$ cat src/rtl/uart_rx_port_if.sv
// CPU-side register bus of the serial receiver: strobe-qualified single-cycle accesses.
// The CPU drives the master side; the receiver is the slave responder.
interface uart_rx_port_if;
    logic       bus_strobe;
    logic       bus_sel;
    logic       bus_addr;
    logic       bus_we;
    logic [7:0] bus_data_in;
    logic [7:0] bus_data_out;

    modport master (
        output bus_strobe,
        output bus_sel,
        output bus_addr,
        output bus_we,
        output bus_data_in,
        input  bus_data_out
    );

    modport slave (
        input  bus_strobe,
        input  bus_sel,
        input  bus_addr,
        input  bus_we,
        input  bus_data_in,
        output bus_data_out
    );
endinterface

$ cat src/rtl/uart_rx_port.sv
// 8N1 serial receiver feeding a small FIFO, read by the CPU through DATA/STATUS registers.
// Everything runs on dot_clk; bus accesses arrive as one-cycle strobes.
module uart_rx_port #(
    parameter int unsigned CLK_DIV = 217,
    parameter int unsigned FIFO_AW = 2
) (
    input  logic            dot_clk,
    input  logic            reset_n,
    input  logic            rx,
    uart_rx_port_if.slave   bus,
    output logic            irq
);
    localparam int unsigned CW    = $clog2(CLK_DIV);
    localparam int unsigned DEPTH = 1 << FIFO_AW;

    // The counter expires on the cycle it reads zero, so loads are one short of the interval.
    localparam logic [CW-1:0] HALF_LOAD = CW'(CLK_DIV / 2 - 1);
    localparam logic [CW-1:0] FULL_LOAD = CW'(CLK_DIV - 1);
    localparam logic [CW-1:0] CNT_ONE   = CW'(1);

    localparam logic [FIFO_AW:0]   COUNT_FULL = {1'b1, {FIFO_AW{1'b0}}};
    localparam logic [FIFO_AW:0]   COUNT_ONE  = (FIFO_AW + 1)'(1);
    localparam logic [FIFO_AW-1:0] PTR_ONE    = FIFO_AW'(1);

    typedef enum logic [1:0] {
        IDLE,
        START,
        DATA,
        STOP
    } rx_state_t;

    rx_state_t state, state_next;

    logic          rx_m, rx_s, rx_s_d;
    logic [1:0]    sync_fill;
    logic          armed;
    logic          falling;

    logic [CW-1:0] cnt, cnt_next;
    logic [2:0]    bit_idx, bit_idx_next;
    logic [7:0]    shreg, shreg_next;
    logic          tick;
    logic          push_req;
    logic          ferr_set;

    logic [7:0]         mem [DEPTH];
    logic [FIFO_AW-1:0] wptr, rptr;
    logic [FIFO_AW:0]   count;
    logic               empty, full;
    logic               overrun, framing_err;

    logic       rd, wr;
    logic       pop, push_ok, ovr_set;
    logic       clr_ovr, clr_ferr;
    logic [7:0] status;
    logic       unused_wdata;

    // Edges are only trusted once a real high has come through the synchroniser,
    // so a line already low at reset release cannot fake a start bit.
    assign falling = armed & rx_s_d & ~rx_s;

    always_ff @(posedge dot_clk) begin
        if (!reset_n) begin
            rx_m      <= 1'b1;
            rx_s      <= 1'b1;
            rx_s_d    <= 1'b1;
            sync_fill <= '0;
            armed     <= 1'b0;
        end else begin
            rx_m      <= rx;
            rx_s      <= rx_m;
            rx_s_d    <= rx_s;
            sync_fill <= {sync_fill[0], 1'b1};
            armed     <= armed | (sync_fill[1] & rx_s);
        end
    end

    assign tick = (cnt == '0);

    always_ff @(posedge dot_clk) begin
        if (!reset_n) begin
            state   <= IDLE;
            cnt     <= '0;
            bit_idx <= '0;
            shreg   <= '0;
        end else begin
            state   <= state_next;
            cnt     <= cnt_next;
            bit_idx <= bit_idx_next;
            shreg   <= shreg_next;
        end
    end

    always_comb begin
        state_next   = state;
        cnt_next     = cnt;
        bit_idx_next = bit_idx;
        shreg_next   = shreg;
        push_req     = 1'b0;
        ferr_set     = 1'b0;
        case (state)
            IDLE: begin
                if (falling) begin
                    cnt_next   = HALF_LOAD;
                    state_next = START;
                end
            end
            START: begin
                if (!tick) begin
                    cnt_next = cnt - CNT_ONE;
                end else if (!rx_s) begin
                    cnt_next     = FULL_LOAD;
                    bit_idx_next = '0;
                    state_next   = DATA;
                end else begin
                    state_next = IDLE;
                end
            end
            DATA: begin
                if (!tick) begin
                    cnt_next = cnt - CNT_ONE;
                end else begin
                    shreg_next   = {rx_s, shreg[7:1]};
                    cnt_next     = FULL_LOAD;
                    bit_idx_next = bit_idx + 3'd1;
                    if (bit_idx == 3'd7) begin
                        state_next = STOP;
                    end
                end
            end
            STOP: begin
                if (!tick) begin
                    cnt_next = cnt - CNT_ONE;
                end else begin
                    push_req   = rx_s;
                    ferr_set   = ~rx_s;
                    state_next = IDLE;
                end
            end
            default: state_next = IDLE;
        endcase
    end

    assign rd = bus.bus_strobe & bus.bus_sel & ~bus.bus_we;
    assign wr = bus.bus_strobe & bus.bus_sel &  bus.bus_we;

    assign empty = (count == '0);
    assign full  = (count == COUNT_FULL);
    assign irq   = ~empty;

    // A pop in the same cycle frees the slot a full FIFO needs for the incoming byte.
    assign pop     = rd & ~bus.bus_addr & ~empty;
    assign push_ok = push_req & (~full | pop);
    assign ovr_set = push_req & full & ~pop;

    assign clr_ovr  = wr & bus.bus_addr & bus.bus_data_in[2];
    assign clr_ferr = wr & bus.bus_addr & bus.bus_data_in[3];

    assign unused_wdata = ^{bus.bus_data_in[7:4], bus.bus_data_in[1:0]};

    assign status = {3'b000, (state != IDLE), framing_err, overrun, full, ~empty};

    always_ff @(posedge dot_clk) begin
        if (reset_n && push_ok) begin
            mem[wptr] <= shreg;
        end
    end

    always_ff @(posedge dot_clk) begin
        if (!reset_n) begin
            wptr        <= '0;
            rptr        <= '0;
            count       <= '0;
            overrun     <= 1'b0;
            framing_err <= 1'b0;
        end else begin
            if (push_ok) begin
                wptr <= wptr + PTR_ONE;
            end
            if (pop) begin
                rptr <= rptr + PTR_ONE;
            end
            case ({push_ok, pop})
                2'b10:   count <= count + COUNT_ONE;
                2'b01:   count <= count - COUNT_ONE;
                default: count <= count;
            endcase
            overrun     <= ovr_set  | (overrun     & ~clr_ovr);
            framing_err <= ferr_set | (framing_err & ~clr_ferr);
        end
    end

    always_ff @(posedge dot_clk) begin
        if (!reset_n) begin
            bus.bus_data_out <= '0;
        end else if (rd) begin
            if (bus.bus_addr) begin
                bus.bus_data_out <= status;
            end else if (!empty) begin
                bus.bus_data_out <= mem[rptr];
            end else begin
                bus.bus_data_out <= '0;
            end
        end
    end
endmodule

$ cat src/flat_wrapper.sv
// flat-port wrapper written by rule: the top's interface ports become plain ports
module uart_rx_port_flat 
#(
    parameter int unsigned CLK_DIV = 217,
    parameter int unsigned FIFO_AW = 2
)
  (dot_clk, reset_n, rx, irq, bus_bus_strobe, bus_bus_sel, bus_bus_addr, bus_bus_we, bus_bus_data_in, bus_bus_data_out);
  uart_rx_port_if bus_i ();
  input  logic dot_clk;
  input  logic reset_n;
  input  logic rx;
  output logic irq;
  input wire logic [$bits(bus_i.bus_strobe)-1:0] bus_bus_strobe;
  input wire logic [$bits(bus_i.bus_sel)-1:0] bus_bus_sel;
  input wire logic [$bits(bus_i.bus_addr)-1:0] bus_bus_addr;
  input wire logic [$bits(bus_i.bus_we)-1:0] bus_bus_we;
  input wire logic [$bits(bus_i.bus_data_in)-1:0] bus_bus_data_in;
  output wire logic [$bits(bus_i.bus_data_out)-1:0] bus_bus_data_out;
  assign bus_i.bus_strobe = bus_bus_strobe;
  assign bus_i.bus_sel = bus_bus_sel;
  assign bus_i.bus_addr = bus_bus_addr;
  assign bus_i.bus_we = bus_bus_we;
  assign bus_i.bus_data_in = bus_bus_data_in;
  assign bus_bus_data_out = bus_i.bus_data_out;
  uart_rx_port #(.CLK_DIV(CLK_DIV), .FIFO_AW(FIFO_AW)) u_core (.dot_clk(dot_clk), .reset_n(reset_n), .rx(rx), .bus(bus_i), .irq(irq));
endmodule
$ cat config.mk
export PLATFORM = sky130hd
export DESIGN_NAME = uart_rx_port_flat
export DESIGN_NICKNAME = d
export VERILOG_FILES = /design/src/rtl/uart_rx_port_if.sv /design/src/rtl/uart_rx_port.sv /design/src/flat_wrapper.sv
export SDC_FILE = /design/constraint.sdc
export NUM_CORES = 1
export LEC_CHECK = 0
export BUFFER_PORTS_ARGS = -buffer_cell sky130_fd_sc_hd__buf_2
export CORE_UTILIZATION = 31
export CTS_CLUSTER_SIZE = 40
export DETAILED_ROUTE_END_ITERATION = 12
export SKIP_CTS_REPAIR_TIMING = 1
export SYNTH_ARGS = -nofsm -noshare
export SYNTH_HDL_FRONTEND = slang
export SYNTH_SLANG_ARGS = --single-unit
$ cat constraint.sdc
create_clock -name dot_clk -period 2.7 [get_ports dot_clk]
set_clock_uncertainty 0.1 [all_clocks]
set_input_delay 0 -clock dot_clk [delete_from_list [all_inputs] [get_ports dot_clk]]
set_output_delay 0 -clock dot_clk [all_outputs]
set_load 0.02 [all_outputs]
==> results.toml <==
[timing]
final_min_period_over_clock_period_pct = 86.8
timing.fmax_mhz = 427
finalSetupViolations = 0
worst_pin_slew_ns = 0.624
setup-tns-final_ns = 0
final-max-slew-violation-count = 0
rsz0062_at_grt = "no"
maxSlewHeadroom_pct = 58.0
final_period_minus_worst_setup_slack_ns = 2.34
hold_ws_ns = -0.0148
hold_viol_final = 2

[pwr]
design_power_total_w = 0.00249
power.density_cell_area_nw_per_um2 = 634
leakage_nw = 1.53
ir_worst_vdd_uv = 208

[worst_setup_path]
critPathMaxStageDelay_ns = 0.46
cpLargestDelayFamily = "simple AND/OR/NAND/NOR gates"
critical_path.max_fanout = 8
critPathLaunchType = "flip-flop"
critical-path-slowest-cell = "sky130_fd_sc_hd__and3_1"
critical_path_arrival_ns = 2.24
worstPathCellList = "inv_1 -> ha_1 -> nor4b_4 -> nand4_4 -> nor2_2 -> and3_1"
worst-endpoint-required_ns = 2.59
cp-end-kind = "flip-flop"
path_class = "reg2reg"
worstPathBufferInverterCount = 1

[yosys]
postSynth.asyncResetShare_pct = 0
yosysWarningCount = 0
synth-seq-cells = 78
post_synth_inst_count = 296
synthesis.area_um2 = 3450
yosys_most_used_dff = "sky130_fd_sc_hd__dfxtp_1"
yosys-top-cells-count = "sky130_fd_sc_hd__dfxtp_1, sky130_fd_sc_hd__edfxtp_1, sky130_fd_sc_hd__nand2_1"
seq_area_frac_synth_pct = 54.5
synthesis.area_per_instance_um2 = 11.7
most_common_cell_in_the_netlist = "sky130_fd_sc_hd__dfxtp_1"
leading_cell_types_by_total_area_after_synthesis = "sky130_fd_sc_hd__edfxtp_1, sky130_fd_sc_hd__dfxtp_1, sky130_fd_sc_hd__mux4_2, sky130_fd_sc_hd__ha_1, sky130_fd_sc_hd__nand2_1"
synth_edf_count = 32
synth_largest_area_cell = "sky130_fd_sc_hd__edfxtp_1"
mappedNetlistNets = 324
yosysUniqueCellTypes = 53
synth_top_area_share_pct = 27.8

[placement]
place_congestion = 0.816
hpwl_reported_at_the_end_of_detailed_placement_um = 4510
buffer_ports.inserted = 17

[routing]
drt_pass1_iterations = 4
wl_um = 6400
ant_nets = 0
avgViaCountPerCell = 4.83
number_of_drc_markers_in_iteration_0 = 172
drc = 0
wl_per_cell_um = 13.8
num_vias = 2241

[floorplan]
dieWidth_um = 108
num_io_pins = 24
initial_core_util_pct = 31.9
die_area_um2 = 11600
fp-row-count = 38
die_height_um = 108
core_area_um2 = 10800

[layout]
syn_to_final_growth_pct = 13.6
final_net_count = 347
insertedDiodeCount = 0
layout.filler_cells = 1063
layout-drive-gt1-share_pct = 17.3

[run]
cap_violations = 0

[clocking]
clk_path_buf_depth = 2
tritoncts = "built"
clock_tree.htree_level_count = 3
clk_latency_ns = 0.35
cts_made_buffers = 9
root_driver = "sky130_fd_sc_hd__clkbuf_8"
cts.clk_slew.worst_paths_ns = 0.08
cts_num_sinks = 78

[status]
result_of_the_run = "finished, violations left"
violations = "negative hold slack"

[worst_hold_path]
worstHoldPathType = "in2reg"

[global_route]
vias_in_the_first_global_route = 2198
grt_pass1_wl_um = 10900
maximum_number_of_pins_on_one_net_before_global_route_repair = 38
antenna_found_initial = 0
gr-total-overflow = 0
global_route.usage.total_pct = 12.3
==> final cells by class <==
type | count | area, um^2 | area share [%]
clock buffers | 10 | 149 | 3.79
multi-input cells | 193 | 1470 | 37.6
repair buffers | 24 | 148 | 3.76
clock inverters | 6 | 48.8 | 1.24
inverters | 13 | 48.8 | 1.24
flip-flops and latches | 78 | 1880 | 47.9
well taps | 140 | 175 | 4.46
==> layer usage <==
metal | share of wire, % | wire, um | global-route usage, %
met2 | 47 | 3030 | 19.9
met4 | 1.2 | 74 | 3.42
met1 | 49 | 3120 | 16.0
met3 | 2.8 | 181 | 3.45
met5 | 0 | 0 | 0
==> path summary, 6_finish.rpt <==
| check | slack [ns] | end | from | cells past startpoint |
|---|---|---|---|---|
| worst max register to register | 0.36 | u_core.mem[1][2] | u_core.cnt[0] | 6 |
| worst max-delay path | 0.36 | u_core.mem[1][2] | u_core.cnt[0] | 6 |
| worst min register to register | 0.31 | u_core.rx_s | u_core.rx_m | 1 |
| worst min-delay path | -0.01 | u_core.sync_fill[0] | reset_n | 1 |
==> sequential cells by signal, summed over array words and instances, names as in the netlist, 2 cells and up, named ones only <==
signal and flops:
u_core.mem 32, u_core.bus.bus_data_out 8, u_core.cnt 8, u_core.shreg 8, u_core.bit_idx 3, u_core.count 3
u_core.rptr 2, u_core.sync_fill 2, u_core.wptr 2
==> logic make-up after synthesis <==
family	after synthesis	share of synthesized area, %
simple gates	100	17.1
flops	78	54.5
compound gates	61	12.2
buf+inv	25	2.86
mux	14	7.10
fa+ha+maj	13	4.93
xor+xnor	5	1.27
==> power breakdown <==
| group | switching, W | internal (W) |
|---|---|---|
| registers | 0.0000336 | 0.00124 |
| clock network | 0.000452 | 0.000401 |
| logic | 0.000226 | 0.000135 |
==> metrics by stage <==
stage	utilization, %	hold slack (ns)	setup WS, ns	cell area (um^2)	std cells
after floorplan	-	-0.0723	0.646	3450	296
after global placement	34.0	0.0880	0.402	3690	444
after detailed placement	34.0	0.0825	0.337	3690	444
after CTS	35.8	-0.286	0.304	3880	460
after global routing	36.2	0.00834	0.184	3930	464
final	36.2	-0.0148	0.358	3930	464
==> cells in the final DEF (no fill, tap or decap), types with 3 or more instances in the layout <==
cell type	Yosys	final
sky130_fd_sc_hd__a22oi_1	5	5
sky130_fd_sc_hd__nand2_1	26	26
sky130_fd_sc_hd__mux2i_1	5	5
sky130_fd_sc_hd__and3_1	4	4
sky130_fd_sc_hd__nor4_1	3	3
sky130_fd_sc_hd__a21boi_1	11	11
sky130_fd_sc_hd__inv_1	13	13
sky130_fd_sc_hd__and2_1	6	6
sky130_fd_sc_hd__xor2_1	3	3
sky130_fd_sc_hd__dfxtp_1	46	46
sky130_fd_sc_hd__buf_4	0	3
sky130_fd_sc_hd__a221oi_1	3	3
sky130_fd_sc_hd__nor2b_1	11	11
sky130_fd_sc_hd__edfxtp_1	32	32
sky130_fd_sc_hd__clkbuf_8	0	9
sky130_fd_sc_hd__nor3_1	4	4
sky130_fd_sc_hd__a21oi_1	7	7
sky130_fd_sc_hd__buf_2	4	17
sky130_fd_sc_hd__inv_6	0	3
sky130_fd_sc_hd__nand3_1	13	13
sky130_fd_sc_hd__mux4_2	8	8
sky130_fd_sc_hd__o21ai_1	10	10
sky130_fd_sc_hd__a31oi_1	3	3
sky130_fd_sc_hd__nor2_1	12	12
sky130_fd_sc_hd__ha_1	12	12
sky130_fd_sc_hd__nand2b_1	5	5
sky130_fd_sc_hd__dlygate4sd3_1	0	4
sky130_fd_sc_hd__o21ai_0	7	7
sky130_fd_sc_hd__o211a_1	5	5
Note: power is estimated with default switching activity, not from simulation.
